$ cat src/rtl/display_defs.vh
// rtl/display_defs.vh - shared display pipeline constants
`ifndef DISPLAY_DEFS_VH
`define DISPLAY_DEFS_VH

`define IMG_W        300
`define IMG_H        300
`define COORD_X_W    10
`define COORD_Y_W    9
`define PIX_W        16
`define ALPHA_MSB    3
`define ALPHA_LSB    0
`define TRANSPARENT  16'h0000

`endif

$ cat src/rtl/image_rom_arbiter_pkg.sv
// rtl/image_rom_arbiter_pkg.sv - types and constants for the image ROM arbiter
`include "display_defs.vh"

package image_rom_arbiter_pkg;

    localparam int X_W   = `COORD_X_W;
    localparam int Y_W   = `COORD_Y_W;
    localparam int PIX_W = `PIX_W;
    localparam int IMG_W = `IMG_W;
    localparam int IMG_H = `IMG_H;
    localparam int ID_W  = 3;

    localparam logic [PIX_W-1:0] TRANSPARENT_PIX = `TRANSPARENT;

    // One in-flight read: who asked for it and whether the ROM is bypassed
    typedef struct packed {
        logic            valid;
        logic [ID_W-1:0] id;
        logic            oob;
    } tag_t;

    function automatic logic is_oob(input logic [X_W-1:0] x, input logic [Y_W-1:0] y,
                                    input int w, input int h);
        return (int'(x) >= w) || (int'(y) >= h);
    endfunction

    function automatic logic is_transparent(input logic [PIX_W-1:0] p);
        return p[`ALPHA_MSB:`ALPHA_LSB] == '0;
    endfunction

endpackage

$ cat src/rtl/image_rom_arbiter_if.sv
// rtl/image_rom_arbiter_if.sv - requester, reader and return bus of the image ROM arbiter
interface image_rom_arbiter_if #(
    parameter int NUM_REQ = 4
);
    import image_rom_arbiter_pkg::*;

    logic                     hold;
    logic [NUM_REQ-1:0]       req;
    logic [NUM_REQ*X_W-1:0]   req_x;
    logic [NUM_REQ*Y_W-1:0]   req_y;
    logic [NUM_REQ-1:0]       gnt;
    logic [X_W-1:0]           img_x;
    logic [Y_W-1:0]           img_y;
    logic [PIX_W-1:0]         img_pixel;
    logic [NUM_REQ-1:0]       rd_valid;
    logic [PIX_W-1:0]         rd_pixel;
    logic                     rd_transparent;

    // Requesters plus image reader
    modport master (
        output hold, req, req_x, req_y, img_pixel,
        input  gnt, img_x, img_y, rd_valid, rd_pixel, rd_transparent
    );

    // Arbiter
    modport slave (
        input  hold, req, req_x, req_y, img_pixel,
        output gnt, img_x, img_y, rd_valid, rd_pixel, rd_transparent
    );

endinterface

$ cat src/rtl/rr_arbiter.sv
// rtl/rr_arbiter.sv - round-robin search starting at a pointer
module rr_arbiter #(
    parameter  int N  = 4,
    localparam int IW = (N > 1) ? $clog2(N) : 1
) (
    input  logic [N-1:0]  req_i,
    input  logic [IW-1:0] ptr_i,
    output logic [N-1:0]  gnt_o,
    output logic [IW-1:0] idx_o,
    output logic          any_o
);

    // Walk requesters ptr, ptr+1, ... (mod N); the first asserted one wins
    always_comb begin
        gnt_o = '0;
        idx_o = '0;
        any_o = 1'b0;
        for (int k = 0; k < N; k++) begin
            for (int i = 0; i < N; i++) begin
                if (!any_o && req_i[i] && (((int'(ptr_i) + k) % N) == i)) begin
                    any_o    = 1'b1;
                    idx_o    = IW'(i);
                    gnt_o[i] = 1'b1;
                end
            end
        end
    end

endmodule

$ cat src/rtl/image_rom_arbiter.sv
// rtl/image_rom_arbiter.sv - shares one image ROM reader among several requesters
module image_rom_arbiter
    import image_rom_arbiter_pkg::*;
#(
    parameter int NUM_REQ = 4,
    parameter int WIDTH   = IMG_W,
    parameter int HEIGHT  = IMG_H,
    parameter int LATENCY = 2
) (
    input  logic                clk,
    input  logic                rst,
    image_rom_arbiter_if.slave  bus
);

    localparam int IW = (NUM_REQ > 1) ? $clog2(NUM_REQ) : 1;

    logic [IW-1:0]      ptr_q, ptr_d;
    logic [NUM_REQ-1:0] req_eff;
    logic [NUM_REQ-1:0] gnt_c;
    logic [IW-1:0]      gnt_idx;
    logic               gnt_any;
    logic [X_W-1:0]     sel_x;
    logic [Y_W-1:0]     sel_y;
    logic               sel_oob;
    logic [X_W-1:0]     img_x_q;
    logic [Y_W-1:0]     img_y_q;
    tag_t               tag_q [LATENCY+1];
    tag_t               tag_last;

    // Requests are masked during reset and hold so nothing is granted then
    assign req_eff = (rst || bus.hold) ? '0 : bus.req;

    rr_arbiter #(.N(NUM_REQ)) u_arb (
        .req_i (req_eff),
        .ptr_i (ptr_q),
        .gnt_o (gnt_c),
        .idx_o (gnt_idx),
        .any_o (gnt_any)
    );

    assign bus.gnt = gnt_c;

    // Coordinate mux driven by the one-hot grant
    always_comb begin
        sel_x = '0;
        sel_y = '0;
        for (int i = 0; i < NUM_REQ; i++) begin
            if (gnt_c[i]) begin
                sel_x = bus.req_x[i*X_W +: X_W];
                sel_y = bus.req_y[i*Y_W +: Y_W];
            end
        end
        sel_oob = is_oob(sel_x, sel_y, WIDTH, HEIGHT);
    end

    // Next search starts just past the last winner
    always_comb begin
        ptr_d = ptr_q;
        if (gnt_any) begin
            ptr_d = (int'(gnt_idx) == NUM_REQ - 1) ? '0 : gnt_idx + 1'b1;
        end
    end

    // Round-robin pointer register
    always_ff @(posedge clk) begin
        if (rst) begin
            ptr_q <= '0;
        end else begin
            ptr_q <= ptr_d;
        end
    end

    // Reader address; out-of-image requests never touch the ROM
    always_ff @(posedge clk) begin
        if (rst) begin
            img_x_q <= '0;
            img_y_q <= '0;
        end else if (gnt_any && !sel_oob) begin
            img_x_q <= sel_x;
            img_y_q <= sel_y;
        end
    end

    assign bus.img_x = img_x_q;
    assign bus.img_y = img_y_q;

    // Tag pipeline tracks each read until the ROM word comes back
    always_ff @(posedge clk) begin
        if (rst) begin
            for (int i = 0; i <= LATENCY; i++) begin
                tag_q[i] <= '0;
            end
        end else begin
            tag_q[0].valid <= gnt_any;
            tag_q[0].id    <= ID_W'(gnt_idx);
            tag_q[0].oob   <= gnt_any && sel_oob;
            for (int i = 1; i <= LATENCY; i++) begin
                tag_q[i] <= tag_q[i-1];
            end
        end
    end

    assign tag_last = tag_q[LATENCY];

    // Steer the returning word to its requester, substituting transparent for oob
    always_comb begin
        bus.rd_valid = '0;
        bus.rd_pixel = TRANSPARENT_PIX;
        for (int i = 0; i < NUM_REQ; i++) begin
            bus.rd_valid[i] = tag_last.valid && (int'(tag_last.id) == i);
        end
        if (tag_last.valid && !tag_last.oob) begin
            bus.rd_pixel = bus.img_pixel;
        end
        bus.rd_transparent = tag_last.valid && is_transparent(bus.rd_pixel);
    end

endmodule

$ cat src/flat_wrapper.sv
// flat-port wrapper written by rule: the top's interface ports become plain ports
module image_rom_arbiter_flat import image_rom_arbiter_pkg::*;
#(
    parameter int NUM_REQ = 4,
    parameter int WIDTH   = IMG_W,
    parameter int HEIGHT  = IMG_H,
    parameter int LATENCY = 2
)
  (clk, rst, bus_hold, bus_req, bus_req_x, bus_req_y, bus_img_pixel, bus_gnt, bus_img_x, bus_img_y, bus_rd_valid, bus_rd_pixel, bus_rd_transparent);
  image_rom_arbiter_if #(.NUM_REQ(NUM_REQ)) bus_i ();
  input  logic clk;
  input  logic rst;
  input wire logic [$bits(bus_i.hold)-1:0] bus_hold;
  input wire logic [$bits(bus_i.req)-1:0] bus_req;
  input wire logic [$bits(bus_i.req_x)-1:0] bus_req_x;
  input wire logic [$bits(bus_i.req_y)-1:0] bus_req_y;
  input wire logic [$bits(bus_i.img_pixel)-1:0] bus_img_pixel;
  output wire logic [$bits(bus_i.gnt)-1:0] bus_gnt;
  output wire logic [$bits(bus_i.img_x)-1:0] bus_img_x;
  output wire logic [$bits(bus_i.img_y)-1:0] bus_img_y;
  output wire logic [$bits(bus_i.rd_valid)-1:0] bus_rd_valid;
  output wire logic [$bits(bus_i.rd_pixel)-1:0] bus_rd_pixel;
  output wire logic [$bits(bus_i.rd_transparent)-1:0] bus_rd_transparent;
  assign bus_i.hold = bus_hold;
  assign bus_i.req = bus_req;
  assign bus_i.req_x = bus_req_x;
  assign bus_i.req_y = bus_req_y;
  assign bus_i.img_pixel = bus_img_pixel;
  assign bus_gnt = bus_i.gnt;
  assign bus_img_x = bus_i.img_x;
  assign bus_img_y = bus_i.img_y;
  assign bus_rd_valid = bus_i.rd_valid;
  assign bus_rd_pixel = bus_i.rd_pixel;
  assign bus_rd_transparent = bus_i.rd_transparent;
  image_rom_arbiter #(.NUM_REQ(NUM_REQ), .WIDTH(WIDTH), .HEIGHT(HEIGHT), .LATENCY(LATENCY)) u_core (.clk(clk), .rst(rst), .bus(bus_i));
endmodule
$ cat config.mk
export PLATFORM = sky130hd
export DESIGN_NAME = image_rom_arbiter_flat
export DESIGN_NICKNAME = d
export VERILOG_FILES = /design/src/rtl/image_rom_arbiter_pkg.sv /design/src/rtl/image_rom_arbiter_if.sv /design/src/rtl/rr_arbiter.sv /design/src/rtl/image_rom_arbiter.sv /design/src/flat_wrapper.sv
export VERILOG_INCLUDE_DIRS = /design/src /design/src/rtl
export SDC_FILE = /design/constraint.sdc
export NUM_CORES = 1
export LEC_CHECK = 0
export CORE_ASPECT_RATIO = 0.5
export CORE_MARGIN = 3
export CORE_UTILIZATION = 33
export DETAILED_ROUTE_END_ITERATION = 6
export PLACE_DENSITY = 0.87
export SYNTH_ARGS = -nofsm -noshare
export SYNTH_HDL_FRONTEND = slang
export SYNTH_HIERARCHICAL = 1
export SYNTH_SLANG_ARGS = --single-unit
$ cat constraint.sdc
create_clock -name clk -period 3.7 [get_ports clk]
set_input_delay 0.555 -clock clk [delete_from_list [all_inputs] [get_ports clk]]
set_output_delay 0.555 -clock clk [all_outputs]
set_load 0.1 [all_outputs]
==> impl_metrics.ini <==
[sta]
timing.final.setup_violations = 0
final_max_slew_viol_count = 0
clock.fmax_ghz = 0.281
timing_worst_slew_pin_value_ps = 1010
worst_clock_skew_ps = 6.55
slew_headroom = 0.327
post-route-period-util = 0.961
finalCriticalPeriod_ps = 3560
final_hold_viol_count = 0

[min_path]
hold_path_class = reg -> reg
hold_path_startpoint = u_core/tag_q[0][9]$_SDFF_PP0_

[power]
powerDensity_nw_per_um2 = 332
total_power_draw_mw = 1.42
static-leakage-power_nw = 1.68
peakVddDrop_v = 0.000198

[place]
io_buffers = 142
dp_hpwl_um = 6550
postPlaceCellArea_um2 = 4050
gpl.final_weighted_congestion = 0.867

[yosys]
syn_area_per_cell_um2 = 7.99
ys_warn_count = 6
synthArstFlopShare = 0
top_cell_types_by_occurrence_after_synthesis = 33 x dfxtp_1, 27 x nor2_1, 25 x a21oi_1, 20 x and2_1, 20 x nor2b_1
synthMostInstantiatedCell = dfxtp_1
synth_seq_cells = 33
synth_top_cell_area_share = 0.301
synth_enable_flop_cells = 0
syn-num-nets = 375
synthDominantAreaCellType = dfxtp_1
ys_types = 54
synth-seq-area-share = 0.301
mappedNetlistArea_um2 = 2200
yosys_most_used_dff = dfxtp_1
netlist_top_cells_area = dfxtp_1 30%, a21oi_1 5.7%, and2_1 5.7%, nor2b_1 5.7%, nor2_1 4.6%
synth_cells = 275

[cells_and_area]
layout-drive-gt1-share = 0.248
antenna_cells_inserted = 0
flow.area_growth_from_synthesis_pct = 94.0
final_nets = 547
final_core_util = 0.681
num-fill-cells = 493
final_area_um2 = 4260

[grt]
grt_remaining_overflow = 0
vias_in_the_first_global_route = 2656
antenna_found_initial = 0
grtUsageTotal = 0.207
global_route_wire_length_before_repair_um = 13100
grt_max_degree = 36

[critical_path]
crit_type = in -> reg
critPathLaunch = rst
sort_of_element_at_the_start_of_the_critical_path = input pin
worstSetupEndpoint = u_core/bus.img_y[4]$_SDFFE_PP0P_
reg2reg_depth = 14
critical_path_required_ps = 3850
timing.rr.start = u_core/ptr_q[0]$_SDFFE_PP0P_
path_max_fanout = 9
r2r_setup_slack_ps = 740
cp-end-kind = register
crit-reg2reg-capture = u_core/bus.img_y[4]$_SDFFE_PP0P_
cp.arrival_ps = 3710

[die]
fp.dieW_um = 121
floorplan.initialDensity = 0.351
die_h_um = 63.7
design.portCount = 143
die-area_um2 = 7730
rows = 20
fp.coreArea_um2 = 6260

[detailed_routing]
vias_per_cell = 5.15
route.detailed.wl_per_inst_um = 15.4
drc = 0
drtAntennaViolNets = 0
drt_pass1_iterations = 4
routed_wl_um = 8240
dr_total_vias = 2755
drt_initial_violations = 147

[run_status]
status = finished, final reports clean

[cts]
clk_root_buffer_cell = clkbuf_16
cts_hold_buffers = 0
total_clock_buffers_created_by_cts = 5
clkSlewWorstSetupHoldPaths_ps = 50
clk-insertion-delay-late_ps = 270
clock_sink_count = 33
cts.path.max_buffers = 2
htree_levels = 2
tritoncts_clock_tree = yes

[run]
cap_viol_max_count = 0
what timing repair did:
action | in CTS | in global routing
setup buffers | 0 | 4
resized for setup | 0 | 9
endpoints found under the setup margin | 0 | 16
cells in the final DEF, fill, tap and decap left out, types with 3 or more instances in the layout:
master and n:
clkbuf_16 5, nand4_1 5, a211oi_1 7, nor2b_1 16, a31oi_1 8, a21oi_1 24
nor3_1 3, buf_12 5, dfxtp_1 33, o22ai_1 6, nor2_1 25, nor2b_4 3
o31ai_1 5, a221oi_1 5, nor3b_2 3, buf_4 62, clkdlybuf4s50_1 121, mux2i_1 3
and2_1 17, o21ai_0 6, mux2_2 3, a221o_1 6, inv_1 6, a22oi_1 9
nand2_1 7
routing by layer:
metal	global-route usage	up-vias	wire [um]
li1	-	1354	-
met3	0.0296	14	433
met2	0.369	91	4240
met5	0	-	0
met1	0.261	1296	3410
met4	0.0601	0	154
metrics by stage:
stage	TNS (ps)	cells	setup slack (ps)	hold WS, ps
final	0	535	144	439
after global routing	-36.3	535	-15.0	453
after CTS	0	531	114	440
after detailed placement	-1660	524	-155	429
after global placement	-782	524	-101	421
after floorplan	-1240	275	-143	414
area by class of cell:
cell class	instances	area (um2)	share of cell area
clock buffer	6	139	0.0326
timing repair buffer	189	1790	0.419
tap	88	110	0.0258
sequential	33	661	0.155
clock inverter	1	7.51	0.00176
inverter	9	36.3	0.00851
multi-input combinational	209	1520	0.357
power breakdown:
group,switching (mW),leakage (nW),internal (mW)
clock network,0.137,0.0690,0.263
logic,0.355,1.34,0.264
registers,0.0149,0.269,0.383
flip-flops by register name (all words and copies together), names as in the netlist:
name / flops
u_core/tag_q: 12
u_core/bus.img_x: 10
u_core/bus.img_y: 9
u_core/ptr_q: 2
critical path: stages:
cell             delay [ps]
clkdlybuf4s50_1         520
nor2_4                   50
and2_2                  240
inv_4                    60
buf_4                   110
a21oi_4                  60
a211oi_4                280
buf_4                   180
clkinv_1                 50
buf_4                   160
o22ai_1                 240
nor2_1                   80
buf_4                   150
o2111ai_2               110
a31oi_4                 140
nor3_4                  190
buf_4                   190
mux2_2                  340
how the worst min path moves through the flow:
stage	to	slack (ps)	cells after the start
floorplan	u_core/tag_q[0][10]$_SDFF_PP0_	410	1
global placement	u_core/tag_q[0][7]$_SDFF_PP0_	420	1
detailed placement	u_core/tag_q[0][5]$_SDFF_PP0_	430	1
CTS	u_core/tag_q[0][14]$_SDFF_PP0_	440	1
global route	u_core/tag_q[0][9]$_SDFF_PP0_	450	1
finish	u_core/tag_q[0][14]$_SDFF_PP0_	440	1
cells by family (layout without fill, tap and decap cells):
kind of cell | Yosys count | in the layout | synth area share
fa+ha+maj | 1 | 1 | 0.00569
flops | 33 | 33 | 0.301
mux | 7 | 7 | 0.0342
simple gates | 102 | 102 | 0.261
compound gates | 99 | 99 | 0.324
buf+inv | 33 | 205 | 0.0740
Power figures use the tool's default switching activity.
